File: src/rtl/siphash_round_engine.sv
// Handshaked SipRound engine: applies ROUNDS SipRounds to a 4-word state,
// UNROLL rounds per clock, in SipHash (64-bit) or HalfSipHash (32-bit) mode.
module siphash_round_engine #(
  parameter int HALF   = 0,
  parameter int ROUNDS = 2,
  parameter int UNROLL = 1,
  localparam int W     = (HALF != 0) ? 32 : 64
) (
  input  logic         clk,
  input  logic         rst_n,
  input  logic         in_valid,
  output logic         in_ready,
  input  logic [W-1:0] iv0,
  input  logic [W-1:0] iv1,
  input  logic [W-1:0] iv2,
  input  logic [W-1:0] iv3,
  output logic         out_valid,
  input  logic         out_ready,
  output logic [W-1:0] ov0,
  output logic [W-1:0] ov1,
  output logic [W-1:0] ov2,
  output logic [W-1:0] ov3,
  output logic         busy
);

  localparam int N  = ROUNDS / UNROLL;
  localparam int CW = $clog2(N + 1);

  localparam int ROT_A = (HALF != 0) ? 5  : 13;
  localparam int ROT_B = (HALF != 0) ? 16 : 32;
  localparam int ROT_C = (HALF != 0) ? 8  : 16;
  localparam int ROT_D = (HALF != 0) ? 13 : 17;
  localparam int ROT_E = (HALF != 0) ? 7  : 21;

  if (ROUNDS < 1 || UNROLL < 1 || (ROUNDS % UNROLL) != 0) begin : g_bad_params
    $error("siphash_round_engine: ROUNDS must be >= 1 and divisible by UNROLL");
  end

  typedef logic [W-1:0] word_t;
  typedef struct packed {
    word_t v0;
    word_t v1;
    word_t v2;
    word_t v3;
  } state_t;

  typedef enum logic [1:0] {IDLE, RUN, DONE} fsm_t;

  fsm_t          fsm, fsm_n;
  state_t        v, v_n, stepped;
  logic [CW-1:0] cnt, cnt_n;

  function automatic word_t rotl(input word_t x, input int n);
    return (x << n) | (x >> (W - n));
  endfunction

  // NOTE: inside functions and always_comb, blocking '=' is required so each
  // line sees the value produced by the line before it.
  function automatic state_t sip_round(input state_t s);
    state_t r;
    r    = s;
    r.v0 = r.v0 + r.v1;
    r.v1 = rotl(r.v1, ROT_A) ^ r.v0;
    r.v0 = rotl(r.v0, ROT_B);
    r.v2 = r.v2 + r.v3;
    r.v3 = rotl(r.v3, ROT_C) ^ r.v2;
    r.v2 = r.v2 + r.v1;
    r.v1 = rotl(r.v1, ROT_D) ^ r.v2;
    r.v2 = rotl(r.v2, ROT_B);
    r.v0 = r.v0 + r.v3;
    r.v3 = rotl(r.v3, ROT_E) ^ r.v0;
    return r;
  endfunction

  // UNROLL rounds chained combinationally within one clock.
  always_comb begin
    stepped = v;
    for (int i = 0; i < UNROLL; i++) begin
      stepped = sip_round(stepped);
    end
  end

  // NOTE: every output of this block gets a default first, so no path can
  // leave a signal unassigned and infer a latch.
  always_comb begin
    fsm_n     = fsm;
    v_n       = v;
    cnt_n     = cnt;
    in_ready  = 1'b0;
    out_valid = 1'b0;
    busy      = 1'b0;
    unique case (fsm)
      IDLE: begin
        in_ready = 1'b1;
        if (in_valid) begin
          v_n   = '{v0: iv0, v1: iv1, v2: iv2, v3: iv3};
          cnt_n = '0;
          fsm_n = RUN;
        end
      end
      RUN: begin
        busy  = 1'b1;
        v_n   = stepped;
        cnt_n = cnt + CW'(1);
        if (cnt == CW'(N - 1)) fsm_n = DONE;
      end
      DONE: begin
        out_valid = 1'b1;
        // Accepting while the result pops is the only in->out combinational path.
        in_ready  = out_ready;
        if (out_ready) begin
          if (in_valid) begin
            v_n   = '{v0: iv0, v1: iv1, v2: iv2, v3: iv3};
            cnt_n = '0;
            fsm_n = RUN;
          end else begin
            fsm_n = IDLE;
          end
        end
      end
      default: fsm_n = IDLE;
    endcase
  end

  // NOTE: the state words are cleared on reset so ov* read zero out of reset;
  // sequential state uses non-blocking '<=' only.
  always_ff @(posedge clk or negedge rst_n) begin
    if (!rst_n) begin
      fsm <= IDLE;
      v   <= '0;
      cnt <= '0;
    end else begin
      fsm <= fsm_n;
      v   <= v_n;
      cnt <= cnt_n;
    end
  end

  assign ov0 = v.v0;
  assign ov1 = v.v1;
  assign ov2 = v.v2;
  assign ov3 = v.v3;

endmodule

File: config.mk
export PLATFORM = sky130hd
export DESIGN_NAME = siphash_round_engine
export DESIGN_NICKNAME = d
export VERILOG_FILES = /design/src/rtl/siphash_round_engine.sv
export SDC_FILE = /design/constraint.sdc
export NUM_CORES = 1
export LEC_CHECK = 0
export CAP_MARGIN = 20
export CELL_PAD_IN_SITES_DETAIL_PLACEMENT = 0
export CELL_PAD_IN_SITES_GLOBAL_PLACEMENT = 1
export CORE_AREA = 2 2 291 293
export DETAILED_ROUTE_END_ITERATION = 16
export DIE_AREA = 0 0 293 295
export PLACE_DENSITY_LB_ADDON = 0.1
export SYNTH_ARGS = -nofsm -noshare
export SYNTH_HDL_FRONTEND = slang
export SYNTH_SLANG_ARGS = --single-unit
File: constraint.sdc
create_clock -name clk -period 8.7 [get_ports clk]
set_clock_uncertainty 0.2 [all_clocks]
set_input_delay 2.175 -clock clk [delete_from_list [all_inputs] [get_ports clk]]
set_output_delay 2.175 -clock clk [all_outputs]
set_load 0.1 [all_outputs]
== Word-level counts from Yosys, hierarchy flattened ==
Cells that the tools add are included.
Storage, ports and cells
  flip-flop bits (word level): 260
  bits of input ports: 260
  output and inout bits: 259
  logic and storage cells: 45
Operators by class
  add/sub/neg operators: 5
  equality and inequality tests: 6
  mux-type cells: 14
  bitwise operators: 10
  reduce and logical (&&, ||, !) cells: 4
Operators by type and width (count)
  one-hot mux 256 bit (3 select lines): 1
  2-to-1 mux 256 bit: 2
  adder 64 bit: 4
  XOR 64 bit: 4
  bitwise OR 64 x 32 -> 64 bit: 2
  bitwise OR 64 x 13 -> 64 bit: 1
  bitwise OR 64 x 16 -> 64 bit: 1
  bitwise OR 64 x 17 -> 64 bit: 1
  bitwise OR 64 x 21 -> 64 bit: 1
  one-hot mux 2 bit (3 select lines): 2
  2-to-1 mux 2 bit: 5
  != test 2 bit, second input constant: 3
  == test 2 x 1 -> 1 bit, second input constant: 2
  2-to-1 mux 1 bit: 3
  AND reduction 3 bit: 1
  nonzero test 3 bit: 1
  adder 2 x 1 -> 2 bit, second input constant: 1
  == test 2 bit, second input constant: 1
  zero test 2 bit: 1
  one-hot mux 1 bit (2 select lines): 1
  AND reduction 2 bit: 1

== Depth between registers and ports, before layout ==
Gate-level depths: netlist of the first run.
  word-level depth: 5
  mapped depth: 29
  depth with buffers taken out: 28

== Worst setup path after synthesis of the first run ==
OpenSTA, ideal clock, no wires.
  kind: register to register
  start: reg v, in the netlist ov1[0]
  end: reg v, in the netlist ov1[63]
  library setup time: 129 ps
  arrival: 6305 ps
  required time: 8371 ps
  setup slack: 2066 ps
  stages on the path, launching flop included: 28
  buffers on the path: 1
  period minus slack after synthesis: 6634 ps
  path through: dfrtp_1 > ha_1 > inv_1 > fa_1 > nand2b_1 > a21oi_1 > o211ai_1 > a21oi_1 > o211ai_1 > a22oi_1 > a21boi_0 > o21ai_0 > xor2_1 > xor2_1 > ha_1 > buf_2 > and3_1 > nand3_1 > or3b_1 > a31oi_1 > o211ai_1 > a31oi_1 > a311oi_1 > o31ai_1 > xnor2_1 > xnor3_1 > xnor2_1 > o21ai_1
On the way
  word-level cells in the longest chain between the ends: 5
  elaborated cells on any way between the ends: 7
  those cells by class: 2 x add/sub; 1 x mux; 4 x bitwise
RTL lines
  from (decl): line 50  | state_t v, v_n, stepped;
  from (signal assigned): line 134  | v <= v_n;
  adder 64 bit or bitwise OR 64 x 13 -> 64 bit (tied branches): line 62, 54
  XOR 64 bit (*): line 63  | r.v1 = rotl(r.v1, ROT_A) ^ r.v0;
  adder 64 bit or bitwise OR 64 x 17 -> 64 bit (tied branches): line 67, 54
  XOR 64 bit (*): line 68  | r.v1 = rotl(r.v1, ROT_D) ^ r.v2;
  one-hot mux 256 bit (3 select lines) (*): line 92  | unique case (fsm)
Every way passes the cells marked *; elsewhere a longest branch is shown, timed or not.
A chain may end at the register's enable or synchronous reset.

== Final worst setup path of the first run ==
  start: reg v, in the netlist ov1[0]
  end: reg v, in the netlist ov3[58]
On the way
  word-level cells in the longest chain between the ends: 5
RTL lines
  adder 64 bit: line 62  | r.v0 = r.v0 + r.v1;
  bitwise OR 64 x 32 -> 64 bit: line 54  | return (x << n) | (x >> (W - n));
  adder 64 bit: line 70  | r.v0 = r.v0 + r.v3;
  XOR 64 bit: line 71  | r.v3 = rotl(r.v3, ROT_E) ^ r.v0;
  one-hot mux 256 bit (3 select lines): line 92
Every way passes these cells.

==> results of run 1 <==
registers in the layout, indices dropped and copies added, names as in the netlist:
register / flops
ov3: 64
fsm: 2
cnt: 2
ov2: 64
ov1: 64
ov0: 64
worst min path at each step:
stage | start | end | slack [ns]
after floorplan | cnt[0]$_DFFE_PN0P_ | cnt[0]$_DFFE_PN0P_ | 0.25
after global placement | cnt[0]$_DFFE_PN0P_ | cnt[0]$_DFFE_PN0P_ | 0.27
after detailed placement | cnt[0]$_DFFE_PN0P_ | cnt[0]$_DFFE_PN0P_ | 0.28
after CTS | cnt[0]$_DFFE_PN0P_ | cnt[0]$_DFFE_PN0P_ | 0.29
after global routing | cnt[0]$_DFFE_PN0P_ | cnt[0]$_DFFE_PN0P_ | 0.34
final | cnt[0]$_DFFE_PN0P_ | cnt[0]$_DFFE_PN0P_ | 0.29
logic make-up (layout without fill, tap and decap cells):
logic type	Yosys count	after routing
buf+inv	296	787
xor+xnor	489	489
flops	260	260
simple gates	1295	1295
fa+ha+maj	257	257
mux	12	12
other cells	0	7
compound gates	1261	1261
critical path: stages (launching register included):
cell and delay, ns:
dfrtp_1 0.42, ha_1 0.22, inv_1 0.06, fa_1 0.40, nand2b_1 0.20, a21oi_1 0.26
o211ai_1 0.23, a21oi_1 0.29, o211ai_1 0.23, a22oi_1 0.49, a21boi_0 0.26, xnor2_1 0.71
ha_1 0.37, inv_1 0.08, fa_1 0.49, nor2b_1 0.17, o211ai_1 0.13, a211o_1 0.36
a21oi_1 0.34, o21ai_1 0.13, buf_4 0.18, o41ai_2 0.56, a21oi_2 0.22, o211ai_2 0.31
xor2_1 0.68, xor2_1 0.21, nor2_1 0.06, a31oi_1 0.16
timing repair:
item | in CTS | in global routing
hold buffers | 0 | 0
resized for setup | 0 | 1
setup endpoints to repair | 0 | 1
metal layers:
layer	part of all wire [%]	track usage, %	wire length (µm)
met2	41	66.7	83800
met5	0.032	0.277	65
met3	9.4	8.80	19200
met1	40	59.9	82500
met4	9.1	34.4	18500
layout make-up:
cell class                      count  area (µm²)
Fill cell                        8643       46200
Clock buffer                       51        1100
Inverter                           93         350
Sequential cell                   260        6510
Clock inverter                     16         149
Tap cell                         1080        1350
Antenna cell                        7        17.5
Multi-Input combinational cell   3314       21400
Timing Repair Buffer              627        6050
cells in the mapped netlist (55+ instances only):
cell	n	share of area, %
a21o_1	153	4.0
a21oi_1	402	6.9
a31oi_1	154	3.3
clkbuf_1	163	2.1
dfrtp_1	260	22
ha_1	253	11
inv_1	92	1.2
nand2_1	652	8.4
nand3_1	55	0.95
nand4_1	62	1.3
nor2_1	315	4.1
o21ai_0	256	4.4
o21bai_1	57	1.5
xnor2_1	229	6.9
xor2_1	239	7.2
per-stage QoR:
step | std cells | worst slack [ns] | utilization (%) | area (µm²) | setup TNS (ns)
2_1_floorplan | 3870 | 2.07 | - | 29000 | 0
3_3_place_gp | 5371 | 0.483 | 42.9 | 35600 | 0
3_5_place_dp | 5372 | 0.470 | 42.9 | 35700 | 0
4_1_cts | 5439 | 0.384 | 44.4 | 36900 | 0
5_1_grt | 5441 | -0.00651 | 44.4 | 36900 | -0.00651
6_report | 5448 | 0.195 | 44.4 | 37000 | 0
cell usage in the layout, fill, tap and decap left out, types with 8 or more instances in the layout:
master	instances
a2111oi_0	8
a211oi_1	26
a21o_1	153
a21oi_1	402
a221oi_1	9
a31oi_1	154
and2_1	21
and3_1	52
and4_1	9
buf_4	104
clkbuf_16	39
clkbuf_8	8
clkdlybuf4s50_1	516
clkinv_2	9
dfrtp_1	260
ha_1	253
inv_1	92
mux2i_1	12
nand2_1	651
nand2b_1	23
nand3_1	55
nand4_1	62
nor2_1	315
nor2b_1	18
nor3_1	36
o2111ai_1	8
o211ai_1	29
o21a_1	17
o21ai_0	256
o21ai_1	24
o21bai_1	57
o22ai_1	10
o31ai_1	11
or3_1	16
xnor2_1	229
xnor3_1	12
xor2_1	238
==> flow_metrics.py, run 1 <==
metrics = {
    "run_status": {
        "outcome": "finished, final reports clean",
    },
    "worst_setup_path": {
        "cp-startpoint": "ov1[0]$_DFFE_PN0P_",
        "critPathKind": "reg2reg",
        "crit_end": "ov3[58]$_DFFE_PN0P_",
        "timing.rr.start": "ov1[0]$_DFFE_PN0P_",
        "rr_worst_depth": 27,
        "cp.arrival_ns": 8.81,
        "start_kind": "register",
        "cp_max_fo": 5,
        "r2r_slack_ns": 0.19,
        "r2r_end": "ov3[58]$_DFFE_PN0P_",
        "endpoint_kind": "register",
        "cp.required_ns": 9.01,
    },
    "cts": {
        "clk_pin_slew_ns": 0.06,
        "post_cts_buffers": 0,
        "cts_tree": "yes",
        "clock_latency_ns": 0.60,
        "cts_max_level": 2,
        "cts-root-buf": "clkbuf_16",
        "cts_max_path_buffers": 3,
        "cts_buffers": 38,
        "cts.sinks": 260,
    },
    "timing": {
        "rsz0062_at_grt": "true",
        "slew_headroom_pct": 11.0,
        "fmax_mhz": 118,
        "setup_violations": 0,
        "fin_crit_ns": 8.51,
        "worstMarginPinSlew_ns": 1.32,
        "hold_viol_final": 0,
        "hold_ws_ns": 0.289,
        "slew_violations": 0,
        "finalCritPeriodShare_pct": 97.8,
    },
    "logic_synthesis": {
        "synthAdderAreaFrac_pct": 11.2,
        "synth_compound_area_share_pct": 26.9,
        "synthCells": 3870,
        "synth_edf_count": 0,
        "synthMuxAreaShare_pct": 0.414,
        "yosys.area_share.simple_pct": 19.5,
        "yosys_warnings": 0,
        "synth-seq-area-share_pct": 22.4,
        "syn_nets": 4387,
        "synth_top_family_by_area": "compound AO/OA/AOI/OAI gates",
        "synth_top_flop_cell": "dfrtp_1",
        "synth_xor_area_share_pct": 15.7,
        "synthesis.area_mm2": 0.0290,
        "synth.distinct_cells": 87,
        "avgSynthCellArea_um2": 7.50,
        "async_flop_share_pct": 100,
        "yosys_register_bits": 260,
    },
    "detailed_routing": {
        "first_pass_iters": 6,
        "wire_per_inst_um": 37.5,
        "drt-total-wl_um": 204000,
        "routed_via_density": 6.29,
        "postRouteAntennaNets": 0,
        "route.vias.total": 34300,
        "drc": 0,
        "drtIter0Drc": 4604,
    },
    "floorplan": {
        "start_util_pct": 34.9,
        "die-area_mm2": 0.0864,
        "die_h_um": 295,
        "num_rows": 106,
        "die_x_um": 293,
        "pin_count": 519,
        "core_mm2": 0.0832,
    },
    "placed_design": {
        "gp_congestion": 1.11,
        "dp_hpwl_um": 172000,
        "portBuffers": 518,
    },
    "global_route": {
        "track_usage_pct": 45.8,
        "grt_max_degree": 155,
        "grt_pass1_vias": 31600,
        "grt_overflow": 0,
        "antenna_found_initial": 12,
        "grt_pass1_wl_um": 270000,
    },
    "job": {
        "cap_violations": 0,
    },
    "worst_hold_path": {
        "hold_path_class": "reg2reg",
        "holdPathStages": 1,
    },
    "finish": {
        "area_delta_synth_final_pct": 27.3,
        "drive_gt1_share_pct": 5.11,
        "nets": 4851,
    },
}
Power of run 1 is left out: the tool's default activity adds up to more than one toggle a clock period on the data nets, which glitch-free logic cannot reach.
==> inputs of run 2 (changes only) <==
- PLACE_DENSITY_LB_ADDON: 0.1 -> 0.25
==> flow_metrics.py, run 2 (synthesized netlist as in run 1, its figures left out) <==
metrics = {
    "run_status": {
        "outcome": "finished, final reports clean",
    },
    "placed_design": {
        "portBuffers": 518,
        "pre_cts_ws_ns": 0.477,
        "gp_congestion": 1.11,
        "dp_hpwl_um": 171000,
    },
    "cts": {
        "cts_resized": 0,
        "cts_max_level": 2,
        "cts_hold_buffers": 0,
        "clock_latency_ns": 0.59,
        "cts-root-buf": "clkbuf_16",
        "cts_tree": "yes",
        "clk_pin_slew_ns": 0.07,
        "cts_max_path_buffers": 3,
        "cts_buffers": 37,
        "post_cts_buffers": 0,
        "cts.sinks": 260,
    },
    "timing": {
        "hold_viol_final": 0,
        "fin_crit_ns": 8.45,
        "fmax_mhz": 118,
        "slew_headroom_pct": 20.2,
        "setup_violations": 0,
        "fin_tns_setup_ns": 0,
        "worstMarginPinSlew_ns": 1.19,
        "timing.final.ws_setup_ns": 0.254,
        "slew_violations": 0,
        "finalCritPeriodShare_pct": 97.1,
        "rsz0062_at_grt": "false",
    },
    "global_route": {
        "grt_max_degree": 198,
        "use_met3_pct": 9.49,
        "antenna_found_initial": 10,
        "grt_pass1_wl_um": 270000,
        "busiest_layer": "met2",
        "grt_pass1_vias": 31900,
        "grt_overflow": 0,
        "track_usage_pct": 45.6,
        "met2_usage_pct": 66.7,
        "use_met1_pct": 60.1,
    },
    "detailed_routing": {
        "drc": 0,
        "drtIter0Drc": 4618,
        "routed_via_density": 6.39,
        "drt-total-wl_um": 203000,
        "postRouteAntennaNets": 0,
        "wire_per_inst_um": 37.5,
        "first_pass_iters": 6,
        "route.vias.total": 34700,
    },
    "finish": {
        "area_delta_synth_final_pct": 26.7,
        "mostFrequentLayoutCells": "651 x nand2_1, 517 x clkdlybuf4s50_1, 402 x a21oi_1",
        "register_area_mm2": 0.00651,
        "layout_commonest_cell": "nand2_1",
        "nets": 4831,
        "multi_input_area_mm2": 0.0214,
        "n_fill_cell": 8688,
        "drive_gt1_share_pct": 4.63,
    },
    "job": {
        "cap_violations": 0,
    },
    "worst_hold_path": {
        "min_from": "cnt[0]$_DFFE_PN0P_",
        "holdPathStages": 1,
        "holdPathEnd": "cnt[0]$_DFFE_PN0P_",
        "hold_path_class": "reg2reg",
    },
    "worst_setup_path": {
        "cp_max_fo": 7,
        "start_kind": "register",
        "cp.required_ns": 9.01,
        "r2r_slack_ns": 0.25,
        "endpoint_kind": "register",
        "cp.arrival_ns": 8.76,
        "timing.rr.start": "ov3[0]$_DFFE_PN0P_",
        "critPathKind": "reg2reg",
        "r2r_end": "ov3[61]$_DFFE_PN0P_",
        "rr_worst_depth": 25,
    },
    "floorplan": {
        "die_x_um": 293,
        "core_mm2": 0.0832,
        "die_h_um": 295,
        "num_rows": 106,
        "die-area_mm2": 0.0864,
        "start_util_pct": 34.9,
        "pin_count": 519,
    },
}
[run 2: worst max-delay path by stage]
stage | startpoint | endpoint | slack, ns | cells past startpoint
after CTS | ov3[0]$_DFFE_PN0P_ | ov3[53]$_DFFE_PN0P_ | 0.39 | 25
after floorplan | ov1[0]$_DFFE_PN0P_ | ov1[63]$_DFFE_PN0P_ | 2.07 | 27
after detailed placement | ov3[0]$_DFFE_PN0P_ | ov3[53]$_DFFE_PN0P_ | 0.48 | 25
final | ov3[0]$_DFFE_PN0P_ | ov3[61]$_DFFE_PN0P_ | 0.25 | 25
after global placement | ov3[0]$_DFFE_PN0P_ | ov3[53]$_DFFE_PN0P_ | 0.41 | 25
after global routing | ov3[0]$_DFFE_PN0P_ | ov3[61]$_DFFE_PN0P_ | 0.08 | 25
[run 2: area by class of cell]
type	instances	share of cell area, %
clock buffers	50	2.89
inverters	93	0.952
well taps	1080	3.67
clock inverters	13	0.310
repair buffers	608	16.1
diodes	9	0.0612
multi-input cells	3314	58.3
flip-flops and latches	260	17.7
[run 2: metrics by stage]
step                instances  area [µm²]  hold slack, ns  utilization [%]
floorplan                3870       29000           0.246                -
global placement         5355       35600           0.267             42.8
detailed placement       5355       35600           0.270             42.8
CTS                      5418       36700           0.275             44.2
global route             5418       36800           0.310             44.2
finish                   5427       36800           0.272             44.2
[run 2: critical path: stages (launching register included)]
cell and delay [ns]:
dfrtp_1 0.44, ha_1 0.23, inv_1 0.07, fa_1 0.40
nand2b_1 0.19, a21o_1 0.19, a21o_1 0.20, a311oi_1 0.41
o31ai_1 0.18, o21ai_1 0.46, a211oi_1 0.17, xnor2_1 0.74
xor2_2 0.46, ha_1 0.41, a21oi_1 0.26, o21ai_0 0.17
o21bai_1 0.18, a2111oi_0 0.60, o31a_1 0.27, o21ai_1 0.23
a31oi_1 0.61, o21bai_1 0.18, xnor2_1 0.66, xnor2_1 0.20
nor2_1 0.07, a31oi_1 0.18
[run 2: per-layer routing]
layer  up-vias  part of all wire (%)  wire [µm]
met5         -                 0.011         23
met4         4                   8.3      16800
met3       484                    10      21000
met2      2429                    41      83600
met1     17100                    40      81900
li1      14700                     -          -
Power of run 2 is left out for the same reason.
